### src/rtl/product_reg_pkg.sv
// Shared constants and step-code decode for the shift-add product register.
package product_reg_pkg;

  localparam int DATA_W = 32;
  localparam int PROD_W = 64;
  localparam int CODE_W = 6;

  localparam logic [CODE_W-1:0] STEP_LOAD  = 6'd0;
  localparam logic [CODE_W-1:0] STEP_FIRST = 6'd1;
  localparam logic [CODE_W-1:0] STEP_MAX   = 6'd32;

  // Codes 1..32 are multiply steps; everything above is a hold code.
  function automatic logic is_step(input logic [CODE_W-1:0] code);
    return (code >= STEP_FIRST) && (code <= STEP_MAX);
  endfunction

endpackage

### src/rtl/product_shifter.sv
// Combinational next-state for one multiply step: optional add into the
// upper half, then a one-bit right shift across the 65-bit {carry, P} value.
// Bit 0 of P always falls off the end, so it is not brought in.
module product_shifter
  import product_reg_pkg::*;
(
  input  logic [PROD_W-1:1] p_src,
  input  logic [DATA_W-1:0] alu_result,
  input  logic              alu_carry,
  input  logic              adding,
  output logic [PROD_W-1:0] p_next
);

  // Add-then-shift takes the ALU sum plus carry as the new top 33 bits;
  // shift-only feeds a zero into the MSB.
  always_comb begin
    if (adding) begin
      p_next = {alu_carry, alu_result, p_src[DATA_W-1:1]};
    end else begin
      p_next = {1'b0, p_src[PROD_W-1:1]};
    end
  end

endmodule

### src/rtl/product_reg.sv
// Product register of a sequential shift-add multiplier: P = {hi, lo}.
// Optional macro PRODUCT_LSB_CHECK_EN adds a simulation-only check that the
// controller's sampled lsb matches P[0] on every step edge; the hardware is
// the same either way.
module product_reg
  import product_reg_pkg::*;
(
  input  logic              clk,
  input  logic              rst,
  output logic [PROD_W-1:0] product_out,
  output logic [DATA_W-1:0] hi,
  input  logic [DATA_W-1:0] alu_result,
  input  logic              alu_carry,
  input  logic [DATA_W-1:0] multiplier_in,
  input  logic              adding_ctrl,
  input  logic [CODE_W-1:0] w_ctrl_Product,
  input  logic              lsb,
  input  logic              rdy
);

  logic [PROD_W-1:0] p;
  logic [PROD_W-1:0] p_next;
  logic [PROD_W-1:0] p_stepped;

  product_shifter u_shifter (
    .p_src      (p[PROD_W-1:1]),
    .alu_result (alu_result),
    .alu_carry  (alu_carry),
    .adding     (adding_ctrl),
    .p_next     (p_stepped)
  );

  // Select load, step or hold; rdy low freezes everything.
  always_comb begin
    p_next = p;
    if (rdy) begin
      if (w_ctrl_Product == STEP_LOAD) begin
        p_next = {{(PROD_W-DATA_W){1'b0}}, multiplier_in};
      end else if (is_step(w_ctrl_Product)) begin
        p_next = p_stepped;
      end
    end
  end

  // Product register with asynchronous clear.
  always_ff @(posedge clk or posedge rst) begin
    if (rst) begin
      p <= '0;
    end else begin
      p <= p_next;
    end
  end

  assign product_out = p;
  assign hi          = p[PROD_W-1:DATA_W];

`ifdef PRODUCT_LSB_CHECK_EN
  // The controller decides add vs. shift from lsb; flag it if it drifts from P[0].
  always @(posedge clk) begin
    if (!rst && rdy && is_step(w_ctrl_Product) && (lsb !== p[0])) begin
      $error("product_reg: lsb=%b disagrees with P[0]=%b at step %0d",
             lsb, p[0], w_ctrl_Product);
    end
  end
`else
  // lsb only feeds the optional check.
  logic unused_lsb;
  assign unused_lsb = lsb;
`endif

endmodule

### config.mk
export PLATFORM = sky130hd
export DESIGN_NAME = product_reg
export DESIGN_NICKNAME = d
export VERILOG_FILES = /design/src/rtl/product_reg_pkg.sv /design/src/rtl/product_shifter.sv /design/src/rtl/product_reg.sv
export SDC_FILE = /design/constraint.sdc
export NUM_CORES = 1
export LEC_CHECK = 0
export CAP_MARGIN = 15
export CORE_MARGIN = 3
export CORE_UTILIZATION = 44
export DETAILED_ROUTE_END_ITERATION = 12
export GPL_ROUTABILITY_DRIVEN = 0
export GPL_TIMING_DRIVEN = 1
export PLACE_DENSITY = 0.82
export SLEW_MARGIN = 20
export SYNTH_ARGS = -nofsm -noshare
export SYNTH_HDL_FRONTEND = slang
export SYNTH_SLANG_ARGS = --single-unit
### constraint.sdc
create_clock -name clk -period 3.2 [get_ports clk]
set_input_delay 0.32 -clock clk [delete_from_list [all_inputs] [get_ports clk]]
set_output_delay 0.32 -clock clk [all_outputs]
set_load 0.01 [all_outputs]
# [Word-level counts from Yosys, hierarchy flattened]
# Cells that the tools add are included.
[classes] n_lt_le_gt_ge=2 muxes=3 reduce_logical=4
[op_table] op="2-to-1 mux 64 bit" n=3
[op_table] op=">= comparator 6 x 1 -> 1 bit (second input constant)" n=1
[op_table] op="less-or-equal comparator 6 bit (second input constant)" n=1
[op_table] op="logical NOT 6 bit" n=1
[op_table] op="AND reduction 2 bit" n=1
[op_table] op="nonzero test 2 bit" n=1
[op_table] op="logical AND 1 bit" n=1
[totals] in_bits=76 elab_cells=10 output_inout_bits=96 regBits=64

# [Depth between registers and ports, before layout]
# Gate-level depths: netlist of run 1.
[depth] word_depth=4 mapped_depth=6 mapped_depth_nobuf=4

# [Cells and area by module]
# A second synthesis of run 1 with hierarchy kept.
[unflattened] hier_cells=477 hier_area_um2=4710.8
[modules_own_cells] mod="product_reg" area_each_um2=3931.3 cells_each=409 instances=1 seq_area_each_um2=1601.5
[modules_own_cells] mod="product_shifter" area_each_um2=779.5 cells_each=68 instances=1 seq_area_each_um2=0.0

# [Worst setup path before layout of run 1]
# No wires, ideal clock.
[synth_path] path_kind="in2reg" start="in w_ctrl_Product[4]" end="reg p[11] (netlist: product_out[11])" arrival_ps=1397 required_ps=3060 setup_time_ps=140 slack_ps=1663 cell_stages=6 n_path_buf=2 path_cell_list="or3_1 -> buf_2 -> o21ai_4 -> buf_2 -> a31o_2 -> a22oi_1"
[synth_via] elab_chain_cells=4 word_cells_on_any_way=7 cone_classes="2 x order compare; 1 x mux; 4 x reduce/logical"
[synth_rtl] item="from (decl)" line="product_reg.sv:16" rtl="input logic [CODE_W-1:0] w_ctrl_Product,"
[synth_rtl] item=">= comparator 6 x 1 -> 1 bit / less-or-equal comparator 6 bit (equally long branches)" line="product_reg_pkg.sv:14" rtl="return (code >= STEP_FIRST) && (code <= STEP_MAX);"
[synth_rtl] item="logical AND 1 bit" line="product_reg_pkg.sv:14"
[synth_rtl] item="nonzero test 2 bit (no line)"
[synth_rtl] item="AND reduction 2 bit (no line)"
[synth_rtl] item="to (signal assigned)" line="product_reg.sv:50" rtl="p <= p_next;"
[synth_rtl] item="to (decl)" line="product_reg.sv:21" rtl="logic [PROD_W-1:0] p;"
# Parallel ways exist; a longest one is shown, timed or not.
# A chain may end at the register's enable or synchronous reset.

# [Final worst setup path of run 1]
[layout_path] start="in w_ctrl_Product[4]" end="reg p[62] (netlist: product_out[62])"
# Same word-level chain as after synthesis.

==> results.md, run 1 <==
* Post-route setup TNS at 0 ns
* Antenna Nets Post-Route at 0
* Hpwl dp at 8.328 mm
* Final #Nets at roughly 620
* Core area at about 0.0089 mm2
* Clock root buffer: clkbuf_8
* CP Max Fanout at 22
* Drt first pass iters at 4
* Count of different cell masters after synthesis at 34
* Mapped Area at around 0.004 mm2
* Number of fill cells at approximately 770
* Number of global-route vias before repair at 3,737
* Max cap viols at 0
* WP data arrival at approximately 2.3 ns
* Yosys warning total at 0
* Pwr dens at between 500 and 600 mW/mm2
* Clock sink total at 64
* Synth top area share at 0.3893
* Hold Violations, Final at 0
* Pre-CTS WS at ~0.73 ns
* Clock latency at the later pin of the worst-skew pair at ~0.34 ns
* CP bufs+invs at 1
* Die width at around 100 um
* Hold Slack at about 0.34 ns
* Final instance area at just under 0.006 mm2
* Crit end category: flip-flop
* Buffers added on ports at 170
* Worst-Margin Slew at slightly below 1 ns
* Kind of critical path: in2reg
* # Post-CTS Setup Buffers at 0
* Worst min path class: in2reg
* Total wire length at about 12 mm
* Vias/cell at a little under 6
* Htree depth at 3
* Largest stage delay, worst path at 0.53 ns
* Post_cts resized at 0
* Critical path cell sequence: clkdlybuf4s50_1, nor3_2, nand3_2, nand3_1, o2bb2ai_1
* DRC at 0
* GRT Resource Usage Total at 0.2272
* RSZ-0062 raised after global routing: no
* CTS Buffer Depth at 2
* GR Overflow Total at 0
* Area Overhead vs Synth at 41.06%
* Die height at 102.7 um
* Cell Area, Placed at approximately 0.0056 mm2
* Clock transition at the registers of the reported paths at ~0.08 ns
* CTS tree: yes
* Initial antenna violation count at 0
* Top cell type by total area after synthesis: dfrtp_1
* Max reg flops at between 60 and 70
* DR WL/cell at between 15 and 20 um
* Max_slew headroom at 0.3584
* Seq/Total Area, Yosys at 0.3893
* VDD IR-drop max at about 0.27 mV
* First-pass GRT wire length at around 19 mm
* Max frequency at 0.4708 GHz
* Synth top area cells: dfrtp_1 39%, mux2i_1 8.0%, o2bb2ai_1 6.6%, buf_4 6.2%, a221o_1 4.9%
* Initial Util at 0.4627
* Prevailing post-synth register cell: dfrtp_1
* Status: finished, final reports clean
* Leak pwr at 0.002378 uW
* Synth Instances at 434
* Syn nets at a little over 500
* Top-count cell post-synth: dfrtp_1
* Die area at ~0.011 mm2
* Final Skew at 0.01234 ns
* Crit-path leading delay family: simple AND/OR/NAND/NOR gates
* Final Cycle Share at 0.6637
* Post-CTS Hold Buffers at 0
* FF+latch count, synth at 64
* Largest net degree at the start of global routing at 56
* Post-synth EDFFs at 0
* 1st-iter DRT viols at about 150
* CTS buffer count at 9
* Share of cells above drive strength 1 at 0.09946
* Vias at 3,898
* Fin crit period at between 2 and 2.5 ns
* Crit start category: input pin
* Max Slew Vio Count at 0
* Most frequent cells after synthesis: 64 x dfrtp_1, 34 x buf_4, 33 x mux2i_1
* Data required, critical path at between 3 and 4 ns
* Mapped Avg Cell Area at about 9.5 um2
* Row cnt at 34
* Final setup fails at 0
* Crit-path slowest cell: nand3_1
* Ys async rst share at 1.000
* Number of diodes at 0
* Final setup margin at 1.076 ns
* IO Pins at roughly 170
-- where the power goes --
group | internal [uW] | leakage, uW | total (uW) | switching [uW]
Combinational | 786 | 0.00155 | 1310 | 523
Clock | 463 | 0.000109 | 812 | 349
Sequential | 986 | 0.000719 | 1180 | 189
Total | 2230 | 0.00238 | 3300 | 1060
-- metal layers --
metal | GRT usage | up-vias | wire length (um)
met5 | 0 | - | 0
met4 | 0.04036 | 0 | 65
met3 | 0.04533 | 10 | 786
met2 | 0.3769 | 137 | 6075
met1 | 0.3127 | 1931 | 5243
li1 | - | 1820 | -
-- layout by cell type, fill, tap and decap left out, drive strengths merged, types with 10 or more instances in the layout --
cell,netlist,final
nor2,32,32
a21oi,10,10
buf,52,13
nor4,21,21
o2bb2ai,31,31
dfrtp,64,64
a31o,22,22
nor3,11,11
a22oi,21,21
clkbuf,25,10
inv,25,25
a221o,20,20
clkdlybuf4s50,0,167
a211oi,10,10
nor2b,21,21
mux2i,33,33
-- area by class of cell --
type	instances	area, um2	area share
multi-input combinational	268	1968	0.3392
timing repair buffer	180	1774	0.3057
tap	108	135.1	0.02329
sequential	64	1602	0.2760
inverter	25	93.84	0.01617
clock buffer	10	137.6	0.02372
clock inverter	6	92.59	0.01596
-- metrics by stage --
step	util	power, uW	std cells
after floorplan	-	1868	434
after global placement	0.6268	2461	645
after detailed placement	0.6268	2503	645
after CTS	0.6527	3318	661
after global routing	0.6527	3478	661
final	0.6527	3296	661
-- worst min-delay path, cell delays in order --
cell      delay (ns)
buf_2           0.10
inv_1           0.07
o221ai_1        0.14
-- path summary, 6_finish.rpt --
| check | from | endpoint | slack, ns | cells past startpoint |
|---|---|---|---|---|
| setup / recovery | w_ctrl_Product[4] | product_out[62] | 1.08 | 5 |
| hold / removal | w_ctrl_Product[5] | product_out[63] | 0.34 | 3 |
| setup reg to reg | product_out[40] | product_out[39] | 1.97 | 3 |
| hold reg to reg | product_out[58] | product_out[58] | 0.54 | 1 |
| max in group asynchronous | rst | product_out[22] | 2.37 | 3 |
| min in group asynchronous | rst | product_out[41] | 0.35 | 3 |
-- kinds of logic after synthesis --
| logic type | Yosys count | share of synthesized area |
|---|---|---|
| AND/OR/NAND/NOR | 97 | 0.1247 |
| flip-flops | 64 | 0.3893 |
| multiplexers | 33 | 0.08029 |
| buffers and inverters | 102 | 0.1323 |
| AO/OA/AOI/OAI | 138 | 0.2734 |
Power figures use the tool's default switching activity.
==> run 2: changes to the inputs <==
- CORE_UTILIZATION: 44 -> 39
- PLACE_DENSITY: 0.82 -> 0.77
- clock period: 3.2 -> 1.8 ns (I/O delays scaled with it)
==> results.md, run 2 (synthesized netlist as in run 1, its figures left out) <==
* DR WL/cell at 17.49 um (-5.0%)
* Initial antenna violation count at 0 (unchanged)
* CTS buffer count at 9 (unchanged)
* Pwr dens at 927.1 mW/mm2 (+63%)
* Max frequency at between 0.6 and 0.7 GHz
* 1st-iter DRT viols at 131 (-11%)
* Vias/cell at 5.622 (-4.7%)
* Clock sink total at 64 (unchanged)
* Final Cycle Share at 0.9249
* Flop pwr share at 0.376 (+0.019)
* Met1 WL at 5.372 mm (+2.5%)
* CP Max Fanout at 8 (-64%)
* Pre-CTS WS at -0.2189 ns (-0.9533 ns)
* Die area at 0.01182 mm2 (+12%)
* GR Overflow Total at 0 (unchanged)
* Final #Nets at 647 (+3.7%)
* Worst-Margin Slew at 0.3509 ns (-0.6116 ns)
* Switching pwr at 1856 uW (+75%)
* IO Pins at 172 (unchanged)
* Die height at 108.7 um (+5.9%)
* CP bufs+invs at 3 (+2)
* Max_slew headroom at 0.7656 (+0.4072)
* Post-route setup TNS at 0 ns (unchanged)
* Row cnt at 36 (+5.9%)
* Buffers added on ports at 170 (unchanged)
* Clock transition at the registers of the reported paths at 0.07 ns (about the same)
* CTS Buffer Depth at 2 (unchanged)
* Share of cells above drive strength 1 at 0.1337 (+0.03422)
* Die width at 108.7 um (+5.9%)
* # Post-CTS Setup Buffers at 0 (unchanged)
* Drt first pass iters at 4 (unchanged)
* Clock latency at the later pin of the worst-skew pair at 0.34 ns (about the same)
* Final instance area at 0.006013 mm2 (+3.6%)
* Largest stage delay, worst path at 0.47 ns (-0.06 ns)
* Pint at 3719 uW (+66%)
* Highest Signal Layer: met4
* Number of global-route vias before repair at 3,848 (+3.0%)
* Met2 WL post-DR at 5.933 mm (-2.3%)
* Most frequent CP cell: buf_4
* Vias at 3,986 (+2.3%)
* Largest net degree at the start of global routing at 65 (+16%)
* Crit end category: flip-flop
* Post-CTS Hold Buffers at 0 (unchanged)
* Comb pwr share at 0.424 (+0.027)
* Critical path cell sequence: clkdlybuf4s50_1, or3_1, buf_4, nor2_2, buf_4, o22ai_1, a211oi_1
* DRC at 0 (unchanged)
* Crit start category: input pin
* Final setup fails at 0 (unchanged)
* Metal3 WL at 963 um (+23%)
* Commonest cells after routing, fill and taps aside: 167 x clkdlybuf4s50_1, 64 x dfrtp_1, 33 x mux2i_1
* GRT Resource Usage Total at 0.2076 (-0.01968)
* Post_cts resized at 0 (unchanged)
* Fin crit period at 1.665 ns
* Cell Area, Placed at 0.005839 mm2 (+4.8%)
* First-pass GRT wire length at 19.73 mm (+2.7%)
* Data required, critical path at 2.04 ns (-1.36 ns)
* Final setup margin at 0.1352 ns (-0.9409 ns)
* Htree depth at 3 (unchanged)
* Number of diodes at 0 (unchanged)
* Clock root buffer: clkbuf_8
* WP data arrival at 1.90 ns (-0.42 ns)
* Leak pwr at 0.002487 uW (+4.6%)
* Core area at 0.01000 mm2 (+12%)
* Max Slew Vio Count at 0 (unchanged)
* Crit-path leading delay family: buffers and inverters
* Commonest non-fill, non-tap cell in the layout: clkdlybuf4s50_1
* Status: finished, final reports clean
* Sw Ratio at 0.3329 (+0.01103)
* Worst min path class: in2reg
* Antenna Nets Post-Route at 0 (unchanged)
* Final Skew at 0.01245 ns (+0.0001091 ns)
* Kind of critical path: in2reg
* Area Overhead vs Synth at 46.17%
* Crit-path slowest cell: or3_1
* Total wire length at 12.40 mm (+1.9%)
* Util after Layout at 0.6014 (-0.05134)
* Hold Violations, Final at 0 (unchanged)
* RSZ-0062 raised after global routing: no
* Hpwl dp at 8.736 mm (+4.9%)
* Initial Util at 0.4114 (-0.05130)
* Final total power at 5575 uW (+69%)
* Max reg flops at 64 (unchanged)
* VDD IR-drop max at 0.5551 mV (+100%)
* CTS tree: yes
* Clk pwr share at 0.200 (-0.046)
* Max cap viols at 0 (unchanged)
==> run 2: metal layers <==
metal	track usage	up-vias
met2	0.3336	174
met5	0	-
met3	0.04204	13
met4	0.05681	0
li1	-	1869
met1	0.2854	1930
==> run 2: per-stage QoR <==
stage | instances | hold WS (ns)
detailed placement | 693 | 0.5283
floorplan | 434 | 0.3676
CTS | 709 | 0.2111
finish | 709 | 0.2203
global placement | 693 | 0.5192
global route | 709 | 0.2563
==> run 2: final cells by class <==
| cell class | count | area, um2 |
|---|---|---|
| Inverter | 25 | 93.84 |
| Fill cell | 881 | 3986 |
| Clock inverter | 5 | 32.53 |
| Clock buffer | 11 | 141.4 |
| Sequential cell | 64 | 1602 |
| Timing Repair Buffer | 203 | 2009 |
| Tap cell | 133 | 166.4 |
| Multi-Input combinational cell | 268 | 1968 |
==> run 2: path summary, 6_finish.rpt <==
kind / from / end / slack [ns] / cells after the start
setup / recovery: w_ctrl_Product[4] / product_out[24] / 0.14 / 7
min in group asynchronous: rst / product_out[53] / 0.25 / 3
hold / removal: w_ctrl_Product[5] / product_out[63] / 0.22 / 3
hold reg to reg: product_out[56] / product_out[56] / 0.55 / 1
max in group asynchronous: rst / product_out[23] / 1.27 / 3
setup reg to reg: product_out[33] / product_out[32] / 0.61 / 3
==> run 2: worst register-to-register path: stages (launching register included) <==
cell and delay, ns:
dfrtp_1 0.44, mux2i_1 0.23, nor2_1 0.06, a221o_1 0.34
==> run 2: power by group through the flow <==
stage / clock network [uW] / registers [uW] / logic (uW)
floorplan: 0 / 2190 / 1130
global placement: 0 / 2100 / 2330
detailed placement: 0 / 2110 / 2380
CTS: 1140 / 2100 / 2380
global route: 1190 / 2150 / 2550
finish: 1110 / 2100 / 2360
